### src/rtl/alu_seq_ctrl.sv
// Sequential unsigned ALU controller: ADD/SUB in one EXEC cycle, shift-and-add
// MUL and restoring DIV one bit per cycle, results held until the next completion.
module alu_seq_ctrl #(
   parameter int WIDTH = 8
) (
   input  logic             clk,
   input  logic             reset,
   input  logic             start,
   input  logic [1:0]       op,
   input  logic [WIDTH-1:0] a,
   input  logic [WIDTH-1:0] b,
   output logic             busy,
   output logic             done,
   output logic [WIDTH-1:0] result,
   output logic [WIDTH-1:0] rem,
   output logic             ovf,
   output logic             err
);

   localparam int             CW        = $clog2(WIDTH + 1);
   localparam logic [CW-1:0]  LAST_STEP = CW'(WIDTH - 1);

   localparam logic [1:0] OP_ADD = 2'b00;
   localparam logic [1:0] OP_SUB = 2'b01;
   localparam logic [1:0] OP_MUL = 2'b10;
   localparam logic [1:0] OP_DIV = 2'b11;

   typedef enum logic [1:0] {
      ST_IDLE = 2'b00,
      ST_EXEC = 2'b01,
      ST_DONE = 2'b10
   } state_t;

   state_t state_q, state_d;

   // Captured operation
   logic [WIDTH-1:0]   a_q, a_d;
   logic [WIDTH-1:0]   b_q, b_d;
   logic [1:0]         op_q, op_d;
   logic [CW-1:0]      cnt_q, cnt_d;

   // Multiplier working registers: multiplicand shifts left, multiplier shifts right
   logic [2*WIDTH-1:0] mcand_q, mcand_d;
   logic [WIDTH-1:0]   mplr_q, mplr_d;
   logic [2*WIDTH-1:0] acc_q, acc_d;

   // Divider working registers: dividend shifts out MSB first into the partial remainder
   logic [WIDTH-1:0]   dvd_q, dvd_d;
   logic [WIDTH-1:0]   prem_q, prem_d;
   logic [WIDTH-1:0]   quo_q, quo_d;

   // Visible results
   logic [WIDTH-1:0]   result_q, result_d;
   logic [WIDTH-1:0]   rem_q, rem_d;
   logic               ovf_q, ovf_d;
   logic               err_q, err_d;

   // Single-step arithmetic
   logic [WIDTH:0]     add_full;
   logic [WIDTH:0]     sub_full;
   logic [2*WIDTH-1:0] acc_step;
   logic [WIDTH:0]     rem_shift;
   logic [WIDTH:0]     rem_sub;
   logic               div_fits;
   logic [WIDTH-1:0]   prem_step;
   logic [WIDTH-1:0]   quo_step;
   logic               div_by_zero;
   logic               last_step;
   logic               exec_finish;

   assign add_full    = {1'b0, a_q} + {1'b0, b_q};
   // MSB of the extended difference is the borrow, i.e. a < b
   assign sub_full    = {1'b0, a_q} - {1'b0, b_q};
   assign acc_step    = acc_q + (mplr_q[0] ? mcand_q : '0);
   assign rem_shift   = {prem_q, dvd_q[WIDTH-1]};
   assign rem_sub     = rem_shift - {1'b0, b_q};
   assign div_fits    = (rem_shift >= {1'b0, b_q});
   // A restored remainder is always below b, so it fits back into WIDTH bits
   assign prem_step   = div_fits ? rem_sub[WIDTH-1:0] : rem_shift[WIDTH-1:0];
   assign quo_step    = {quo_q[WIDTH-2:0], div_fits};
   assign div_by_zero = (b_q == '0);
   assign last_step   = (cnt_q == LAST_STEP);

   // Decide whether the current EXEC cycle is the final one for the captured op
   always_comb begin
      exec_finish = 1'b0;
      case (op_q)
         OP_ADD:  exec_finish = 1'b1;
         OP_SUB:  exec_finish = 1'b1;
         OP_MUL:  exec_finish = last_step;
         OP_DIV:  exec_finish = div_by_zero | last_step;
         default: exec_finish = 1'b1;
      endcase
   end

   // Next-state logic: IDLE -> EXEC on start, EXEC -> DONE on last step, DONE -> IDLE
   always_comb begin
      state_d = state_q;
      case (state_q)
         ST_IDLE: if (start) state_d = ST_EXEC;
         ST_EXEC: if (exec_finish) state_d = ST_DONE;
         ST_DONE: state_d = ST_IDLE;
         default: state_d = ST_IDLE;
      endcase
   end

   // Datapath next values: capture on accept, iterate in EXEC, publish results on finish
   always_comb begin
      a_d      = a_q;
      b_d      = b_q;
      op_d     = op_q;
      cnt_d    = cnt_q;
      mcand_d  = mcand_q;
      mplr_d   = mplr_q;
      acc_d    = acc_q;
      dvd_d    = dvd_q;
      prem_d   = prem_q;
      quo_d    = quo_q;
      result_d = result_q;
      rem_d    = rem_q;
      ovf_d    = ovf_q;
      err_d    = err_q;

      if (state_q == ST_IDLE && start) begin
         a_d     = a;
         b_d     = b;
         op_d    = op;
         cnt_d   = '0;
         mcand_d = {{WIDTH{1'b0}}, a};
         mplr_d  = b;
         acc_d   = '0;
         dvd_d   = a;
         prem_d  = '0;
         quo_d   = '0;
      end else if (state_q == ST_EXEC) begin
         cnt_d = cnt_q + CW'(1);
         if (op_q == OP_MUL) begin
            acc_d   = acc_step;
            mcand_d = mcand_q << 1;
            mplr_d  = mplr_q >> 1;
         end else if (op_q == OP_DIV && !div_by_zero) begin
            dvd_d  = dvd_q << 1;
            prem_d = prem_step;
            quo_d  = quo_step;
         end

         if (exec_finish) begin
            case (op_q)
               OP_ADD: begin
                  result_d = add_full[WIDTH-1:0];
                  rem_d    = '0;
                  ovf_d    = add_full[WIDTH];
                  err_d    = 1'b0;
               end
               OP_SUB: begin
                  result_d = sub_full[WIDTH-1:0];
                  rem_d    = '0;
                  ovf_d    = sub_full[WIDTH];
                  err_d    = 1'b0;
               end
               OP_MUL: begin
                  result_d = acc_step[WIDTH-1:0];
                  rem_d    = '0;
                  ovf_d    = |acc_step[2*WIDTH-1:WIDTH];
                  err_d    = 1'b0;
               end
               default: begin
                  if (div_by_zero) begin
                     result_d = '1;
                     rem_d    = a_q;
                     ovf_d    = 1'b0;
                     err_d    = 1'b1;
                  end else begin
                     result_d = quo_step;
                     rem_d    = prem_step;
                     ovf_d    = 1'b0;
                     err_d    = 1'b0;
                  end
               end
            endcase
         end
      end
   end

   // State and datapath registers with synchronous reset
   always_ff @(posedge clk) begin
      if (reset) begin
         state_q  <= ST_IDLE;
         a_q      <= '0;
         b_q      <= '0;
         op_q     <= '0;
         cnt_q    <= '0;
         mcand_q  <= '0;
         mplr_q   <= '0;
         acc_q    <= '0;
         dvd_q    <= '0;
         prem_q   <= '0;
         quo_q    <= '0;
         result_q <= '0;
         rem_q    <= '0;
         ovf_q    <= 1'b0;
         err_q    <= 1'b0;
      end else begin
         state_q  <= state_d;
         a_q      <= a_d;
         b_q      <= b_d;
         op_q     <= op_d;
         cnt_q    <= cnt_d;
         mcand_q  <= mcand_d;
         mplr_q   <= mplr_d;
         acc_q    <= acc_d;
         dvd_q    <= dvd_d;
         prem_q   <= prem_d;
         quo_q    <= quo_d;
         result_q <= result_d;
         rem_q    <= rem_d;
         ovf_q    <= ovf_d;
         err_q    <= err_d;
      end
   end

   assign busy   = (state_q == ST_EXEC);
   assign done   = (state_q == ST_DONE);
   assign result = result_q;
   assign rem    = rem_q;
   assign ovf    = ovf_q;
   assign err    = err_q;

endmodule

### config.mk
export PLATFORM = sky130hd
export DESIGN_NAME = alu_seq_ctrl
export DESIGN_NICKNAME = d
export VERILOG_FILES = /design/src/rtl/alu_seq_ctrl.sv
export SDC_FILE = /design/constraint.sdc
export NUM_CORES = 1
export LEC_CHECK = 0
export BUFFER_PORTS_ARGS = -buffer_cell sky130_fd_sc_hd__buf_2
export CORE_AREA = 8 8 131 133
export CTS_CLUSTER_SIZE = 8
export DETAILED_ROUTE_END_ITERATION = 7
export DIE_AREA = 0 0 139 141
export PLACE_DENSITY = 0.59
export SYNTH_ARGS = -nofsm -noshare
export SYNTH_HDL_FRONTEND = slang
export SYNTH_SLANG_ARGS = --single-unit
### constraint.sdc
create_clock -name clk -period 5.7 [get_ports clk]
set_clock_uncertainty 0.2 [all_clocks]
set_input_delay 0.57 -clock clk [delete_from_list [all_inputs] [get_ports clk]]
set_output_delay 0.57 -clock clk [all_outputs]
set_load 0.005 [all_outputs]
; ---- Yosys cells after proc, flatten, opt, wreduce, memory -nomap -nowiden
; Cells that the tools add are included.
[totals]
ff_bits = 105
inputBits = 21
out_inout_bits = 20
elab_cells = 76
[op_classes]
n_addsub = 5
n_lt_le_gt_ge = 1
eq_ne = 9
muxes = 23
bitwise = 3
n_reduce_logical = 19
[ops]
columns = cell, count
row1 = 8-bit two-way mux, 14
row2 = 8-bit case mux with 3 select lines, 1
row3 = 16-bit adder, 1
row4 = 16-bit two-way mux, 1
row5 = 8-bit by 8-bit adder with 9-bit output, 1
row6 = 9-bit by 8-bit greater-or-equal comparator with 1-bit output, 1
row7 = 3-bit AND reduction, 3
row8 = 8-bit by 8-bit subtractor with 9-bit output, 1
row9 = 8-bit logical NOT, 1
row10 = 8-bit OR reduction, 1
row11 = 8-bit subtractor, 1
row12 = "2-bit == test, second input constant", 3
row13 = 1-bit case mux with 3 select lines, 2
row14 = 2-bit AND reduction, 3
row15 = 2-bit nonzero test, 3
row16 = "4-bit by 1-bit adder with 4-bit output, second input constant", 1
row17 = "2-bit by 1-bit == test with 1-bit output, second input constant", 2
row18 = "4-bit by 3-bit == test with 1-bit output, second input constant", 1
row19 = 2-bit logical NOT, 2
row20 = 2-bit two-way mux, 2
row21 = "2-bit inequality test, second input constant", 2
row22 = 2-bit case mux with 2 select lines, 1
row23 = 2-bit OR reduction, 2
row24 = 3-bit OR reduction, 1
row25 = 6 further kinds, 9

; ---- Logic depth before layout (Yosys ltp)
; Gate-level depths: netlist of run 1.
[logic_depth]
word_depth = 7
ltp_mapped = 12
mapped_depth_nobuf = 12

; ---- Worst setup path before layout of run 1
; OpenSTA, ideal clock, no wires.
[synth_timing]
path_kind = register -> register
startpoint = register mplr_q[0]
endpoint = register ovf_q, in the netlist ovf
setup_time_ns = 0.142
t_arrival_ns = 2.357
required_ns = 5.358
path_slack_ns = 3.001
stages_incl_launch_ff = 12
path_buffers = 0
synth_period_minus_slack_ns = 2.699
cell_sequence = dfxtp_1 -> and2_1 -> ha_1 -> fa_1 -> a21o_1 -> a221oi_4 -> o221ai_2 -> nand4_1 -> nand2_1 -> xor2_1 -> nor4_1 -> a311oi_1
[synth_between]
elab_chain_cells = 4
[synth_rtl]
columns = item, line_no
row1 = from (decl), 44  ; logic [WIDTH-1:0] mplr_q, mplr_d;
row2 = from (signal assigned), 210  ; mplr_q <= mplr_d;
row3 = 16-bit two-way mux, 74  ; assign acc_step = acc_q + (mplr_q[0] ? mcand_q : '0);
row4 = 16-bit adder, 74
row5 = 8-bit OR reduction, 164  ; ovf_d = |acc_step[2*WIDTH-1:WIDTH];
row6 = 1-bit case mux with 3 select lines, 148  ; case (op_q)
row7 = to (signal assigned), 217  ; ovf_q <= ovf_d;
row8 = to (decl), 55  ; logic ovf_q, ovf_d;
; No other way between the ends.
; A chain may end at the register's enable or synchronous reset.

; ---- Worst setup path after layout of run 1
; Same ends and word-level chain as after synthesis.

==> impl_results.md, run 1 <==
* Type of the worst setup path: reg -> reg
* Flip-flop and latch count after synthesis at ~110
* CP startpoint: mplr_q[0]$_SDFFE_PP0P_
* TritonCTS clock tree: built
* Worst-skew pair later-pin latency at 360 ps
* CP max stage cell: dfxtp_1
* Setup repair after global routing missed its margin: false
* Combined area of the multi-input logic cells at 0.00352 mm2
* Pwr Total at 1.71 mW
* Critical path data required time at 5720 ps
* Worst-Margin Slew at 957 ps
* Final min period at roughly 3000 ps
* Die height at 141 um
* Biggest cell delay along the critical path at 440 ps
* Share of the yosys chip area belonging to registers at 35.8%
* Status: finished, final reports clean
* Number of fill cells in the layout at 1524
* Most frequent cells after synthesis: nand2_1, dfxtp_1, a21oi_1
* Worst setup slack for register-to-register paths at 2670 ps
* Number of buffers added by the clock tree synthesis step at 9
* Final worst path period share at 53.2%
* Total power divided by cell area at between 200 and 300 mW/mm2
* Number of violations of the max-capacitance limit at 0
* Cell area after technology mapping at 0.00588 mm2
* Worst Reg-to-Reg Cells at 11
* Cell Count Post-Placement at 952
* Most frequently used cell type in the post-synthesis netlist: nand2_1
* Hold Fails Final Rpt at 0
* Post-layout instance count excluding filler cells at 968
* Initial cell density of the core at 39.2%
* Worst Path Arrival at slightly above 3000 ps
* Top achievable clock speed at 0.330 GHz
* Detailed-routing iteration count for the pre-antenna-repair pass at 4
* Capture point of the worst path: ovf$_SDFFE_PP0P_
* Number of slew-limit violations in the final report at 0
* Startpoint types: flop
* First-iteration detailed-routing DRC count at 433
* Critical path endpoint category: flop
* Number of sinks handled by clock tree synthesis at 105
* Critical-path cell list: and2_1, ha_1, fa_1, a21o_1, a221oi_4, o221ai_2, nand4_1, nand2_1, xor2_1, nor4_1, a311oi_1
* Classification of the worst-slack hold path: reg -> reg
* Largest net degree at the start of global routing at 59
* Syn avg cell area at 7.80 um2
* Count of antenna diodes in the layout at 0
* Post-synth EDFFs at 0
* Global-route wire length before repair at 26.1 mm
* CTS Root Cell: clkbuf_16
* Final setup violation count at 0
* Remaining design rule violation count at 0
* R2R Path End: ovf$_SDFFE_PP0P_
* Flip-flop and latch area at roughly 0.0021 mm2
* Yosys top cell area share at 35.8%
* Depth of the CTS H-tree at 3
* Vias in the first global route at just under 5000
* Number of antenna violations at the first check in global routing at 0
* Wire per inst at 16.8 um
* Maximum clock insertion buffer count at 2
* Placed wire-length estimate after detailed placement at 11.8 mm
* Synthesized net count at slightly above 800
* Std cell rows at 45
* RePlAce Congestion at 0.892
* Syn-to-layout area delta at 11.0%
* Count of instances resized after the clock tree is built at 0
* Die area at approximately 0.020 mm2
* Worst slew margin at 36.0%
* Commonest register cell after synthesis: dfxtp_1
* Ys Warns at 0
* Count of buffers from port buffering at 40
* Share of flip-flops with an asynchronous set or reset after synthesis at 0%
* Post-CTS repair timing setup buffer count at 0
* Die Width at 139 um
* Synth area leader: dfxtp_1
* Count of hold-fix buffers inserted at cts at 0
* Count of vias placed by the detailed router at 5266
* GRT Overall Usage at 16.5%
* Residual antenna-violating net count after detailed routing at 0
* Max VDD drop at 0.208 mV
* Worst hold slack across all endpoints at around 250 ps
* Cells taking the most area after synthesis: dfxtp_1, nand2_1, ha_1
* Register clock-pin slew on the reported worst setup and hold paths at approximately 80 ps
* Fraction of layout instances using a drive strength above 1 at 10.3%
* Via/cell ratio at 5.44
* DRT Wirelength at around 16 mm
* Post-synthesis cell type count at 62
* Pleak at 2.49 nW
* Gr ovfl total at 0
* Source of the worst register-to-register timing path: mplr_q[0]$_SDFFE_PP0P_
* Number of top-level design ports at between 40 and 50
* Setup tns final at 0 ps
* Core outline area at 0.0150 mm2
* Synthesized instance count at 754
* Maximum net fanout on the critical path at 17
* Net count, final at 840
[power by group]
part | internal [mW] | switching (mW) | leakage [nW] | total, mW
Combinational | 0.102 | 0.173 | 1.49 | 0.276
Clock | 0.348 | 0.296 | 0.149 | 0.644
Sequential | 0.764 | 0.0295 | 0.855 | 0.794
[layout make-up]
type                       count  share of cell area (%)
multi-input combinational    583                    54.0
sequential                   105                    32.2
timing repair buffer          47                    3.87
tap                          188                    3.61
clock buffer                  10                    3.51
inverter                      29                    1.67
clock inverter                 6                    1.11
[how the worst min path moves through the flow]
stage                                   to  cells after the start  slack, ps                    from
CTS                   op_q[1]$_SDFFE_PP0P_                      3        250                   op[1]
floorplan           acc_q[14]$_SDFFE_PP0P_                      2        240  acc_q[14]$_SDFFE_PP0P_
global route          op_q[1]$_SDFFE_PP0P_                      3        260                   op[1]
detailed placement  result[1]$_SDFFE_PP0P_                      2        250  result[1]$_SDFFE_PP0P_
global placement     quo_q[6]$_SDFFE_PP0P_                      2        240   quo_q[6]$_SDFFE_PP0P_
finish              result[1]$_SDFFE_PP0P_                      2        250  result[1]$_SDFFE_PP0P_
[flip-flops by register name, summed over array words and instances, names as in the netlist]
name and flops:
op_q 2, b_q 8, quo_q 7, rem 8, acc_q 16, prem_q 8, cnt_q 4, err 1
ovf 1, state_q 2, result 8, mplr_q 8, dvd_q 8, a_q 8, mcand_q 16
[per-stage QoR]
stage | setup slack [ps] | utilization (%) | area [um2]
after floorplan | 3000 | - | 5880
after global placement | 2710 | 41.5 | 6220
after detailed placement | 2690 | 41.5 | 6220
after CTS | 2670 | 43.6 | 6520
after global routing | 2510 | 43.6 | 6520
final | 2670 | 43.6 | 6520
[worst max-delay path, delay by kind of cell, from the launching register on]
| kind | cells | cell delay, ps |
|---|---|---|
| xor gates and xnor gates | 1 | 150 |
| AOI/OAI and AO/OA | 4 | 870 |
| adders and majority gates | 2 | 610 |
| DFF | 1 | 440 |
| and+or+nand+nor | 4 | 630 |
[metal layers]
layer / GRT usage (%) / wire length, um / vias to the layer above / part of all wire [%]
met1: 22.6 / 8080 / 2451 / 50
li1: - / - / 2668 / -
met3: 2.73 / 782 / 18 / 4.8
met2: 25.2 / 7070 / 129 / 44
met4: 6.47 / 297 / 0 / 1.8
met5: 0 / 0 / - / 0
[kinds of logic after synthesis]
| family | after synthesis | share of synthesized area, % |
|---|---|---|
| AO/OA/AOI/OAI | 220 | 24.0 |
| flip-flops | 105 | 35.8 |
| adder cells (fa/ha/maj) | 44 | 9.88 |
| multiplexers | 3 | 0.511 |
| XOR/XNOR | 22 | 3.28 |
| AND/OR/NAND/NOR | 294 | 22.2 |
| buffers and inverters | 66 | 4.36 |
[layout by cell type, fill, tap and decap left out, types with 9 or more instances in the layout]
cell type,instances
and2_1,21
nor3_1,11
inv_1,28
a211oi_1,17
a21oi_1,88
dfxtp_1,105
nand2_1,160
o21ai_0,24
nor2_1,51
buf_2,40
a21o_1,11
ha_1,40
a31oi_1,21
nand4_1,9
xnor2_1,15
o21ai_1,9
clkbuf_16,9
(Power assumes the default switching activity.)
==> run 2: changes to the inputs <==
--- a/config.mk
+++ b/config.mk
@@ -10,7 +10,7 @@
 export CTS_CLUSTER_SIZE = 8
 export DETAILED_ROUTE_END_ITERATION = 7
 export DIE_AREA = 0 0 139 141
-export PLACE_DENSITY = 0.59
+export PLACE_DENSITY = 0.61
 export SYNTH_ARGS = -nofsm -noshare
 export SYNTH_HDL_FRONTEND = slang
 export SYNTH_SLANG_ARGS = --single-unit
==> constraint.sdc (replaced) <==
create_clock -name clk -period 2.7 [get_ports clk]
set_clock_uncertainty 0.2 [all_clocks]
set_input_delay 0.27 -clock clk [delete_from_list [all_inputs] [get_ports clk]]
set_output_delay 0.27 -clock clk [all_outputs]
set_load 0.005 [all_outputs]
==> run 2 against run 1 <==
Compared with the run above: the flow now finishes with violations (hold timing, setup timing); hold slack got worse by 250 ps; utilization grew 4.8 points; clock power is 94% higher; fmax up 8.5%; largest cell class unchanged; register-to-register slack worse by 2800 ps; via count grew 5.6%; critical path depth unchanged; final area grew 11%; non-clock buffer count is 70 higher; first-iteration DRC count fell by 1.8%; sequential cell count unchanged.
==> impl_results.md, run 2 (same netlist as run 1, synthesis figures left out) <==
* Number of slew-limit violations in the final report at 0
* CP max stage cell: fa_2
* Critical path endpoint category: flop
* Total power divided by cell area at 495 mW/mm2
* Max VDD drop at approximately 0.33 mV
* Core outline area at 0.0150 mm2
* Number of violations of the max-capacitance limit at 0
* Vias in the first global route at 5182
* Largest registers: acc_q: 16 flops, mcand_q: 16 flops
* Commonest cells after routing, fill and taps aside: nand2_1, dfxtp_1, a21oi_1
* Maximum clock insertion buffer count at 2
* Type of the worst setup path: reg -> reg
* Post-Route Utilization at 48.4%
* Buffers plus inverters on the worst setup path at 0
* Wire per inst at between 15 and 20 um
* Count of vias placed by the detailed router at 5559
* Syn-to-layout area delta at 23.2%
* Final setup violation count at 2
* Via/cell ratio at 5.36
* Least setup slack across all paths after layout at -95.9 ps
* Residual antenna-violating net count after detailed routing at 0
* DRT Wirelength at between 15 and 20 mm
* Critical-path cell list: and2_4, ha_4, fa_2, a21o_1, a221oi_4, o21ai_1, o21ai_1, xor2_1, nand2b_1, nor4_1, a311oi_1
* RePlAce Congestion at between 0.8 and 0.9
* Die Width at 139 um
* Count of buffers from port buffering at 40
* Failing checks: hold timing, setup timing
* Depth of the CTS H-tree at 3
* Number of sinks handled by clock tree synthesis at 105
* Setup tns final at -146 ps
* Critical path data required time at 2720 ps
* Hold Fails Final Rpt at 1
* Global-route wire length before repair at 27.0 mm
* Std cell rows at 45
* Classification of the worst-slack hold path: in -> reg
* Fraction of layout instances using a drive strength above 1 at between 10% and 20%
* Top achievable clock speed at approximately 0.36 GHz
* Largest net degree at the start of global routing at between 40 and 50
* Worst-Margin Slew at just over 500 ps
* Final min period at 2800 ps
* Net count, final at 910
* Combined area of the multi-input logic cells at about 0.0037 mm2
* Number of fill cells in the layout at between 1500 and 2000
* Number of antenna violations at the first check in global routing at 0
* Detailed-routing iteration count for the pre-antenna-repair pass at 5
* Gr ovfl total at 0
* Initial cell density of the core at 39.2%
* Worst-skew pair later-pin latency at 360 ps
* First-iteration detailed-routing DRC count at 425
* Setup repair after global routing missed its margin: true
* Most common cell after layout, fill and taps aside: nand2_1
* Number of top-level design ports at 41
* Maximum net fanout on the critical path at 4
* Placed wire-length estimate after detailed placement at 12.4 mm
* Status: finished with violations
* Register clock-pin slew on the reported worst setup and hold paths at roughly 70 ps
* Pwr Total at 3.59 mW
* Kind of cell adding the most delay to the critical path: compound AO/OA/AOI/OAI gates
* GRT Overall Usage at 16.9%
* Biggest cell delay along the critical path at 370 ps
* Final worst path period share at 104%
* CTS Root Cell: clkbuf_16
* Pleak at between 2 and 3 nW
* Startpoint types: flop
* Worst Path Arrival at 2820 ps
* Die height at 141 um
* Flip-flop and latch area at 0.00211 mm2
* Count of antenna diodes in the layout at 0
* Worst slew margin at 66.1%
* TritonCTS clock tree: built
* Worst hold slack across all endpoints at -1.82 ps
* Number of buffers added by the clock tree synthesis step at 9
* Worst slack at placement at -158 ps
* Cell repeated most along the worst path: o21ai_1
* Die area at 0.0196 mm2
* Remaining design rule violation count at 0
-- run 2: cell types whose count changed in the layout (fill, tap and decap cells not counted), moves of 3 or more --
cell / previous run / this run
buf_4: 7 / 66
dlygate4sd3_1: 0 / 10
ha_1: 40 / 32
ha_4: 0 / 8
and2_1: 21 / 16
and2_4: 0 / 5
a21oi_1: 88 / 85
a21oi_2: 0 / 3
dfxtp_1: 105 / 102
o21ai_0: 24 / 21
o21ai_1: 9 / 12
-- run 2: worst min-delay path: stages --
cell	delay, ps
buf_2	110
nand2_1	70
a21oi_1	50
-- run 2: timing repair --
action | 4_1_cts | 5_1_grt
buffers inserted | 6 | 11
resized for setup | 12 | 25
hold buffers | 10 | 0
setup endpoints to repair | 5 | 17
hold endpoints to repair | 12 | 0
pin swaps | 16 | 17
-- run 2: path summary, 6_finish.rpt --
path                           from                   to  slack, ps  cells after the start
min reg2reg        err$_SDFFE_PP0P_     err$_SDFFE_PP0P_        250                      2
max reg2reg  mplr_q[0]$_SDFFE_PP0P_     ovf$_SDFFE_PP0P_       -100                     11
max          mplr_q[0]$_SDFFE_PP0P_     ovf$_SDFFE_PP0P_       -100                     11
min                            a[3]  a_q[3]$_SDFFE_PP0P_         -2                      3
-- run 2: metal layers --
layer  GRT usage [%]  up-vias  routed length, um
met5               0        -                  0
met4            5.26        0                187
met3            3.44       17                946
met2            25.3      150               7260
met1            23.8     2584               8460
li1                -     2808                  -
-- run 2: stage by stage --
step                cells  cell area (um2)
finish               1038             7240
detailed placement    997             6560
global route         1038             7240
CTS                  1029             7040
global placement      997             6560
floorplan             754             5880
-- run 2: report_power, final --
group / switching (mW) / internal (mW)
clock: 0.594 / 0.652
combinational: 0.392 / 0.285
sequential: 0.0502 / 1.61
total: 1.04 / 2.55
-- run 2: area by class of cell --
type	count	share of cell area, %
Multi-Input combinational cell	583	51.1
Sequential cell	105	29.1
Clock buffer	12	3.40
Tap cell	188	3.25
Clock inverter	4	0.397
Timing Repair Buffer	117	11.2
Inverter	29	1.50
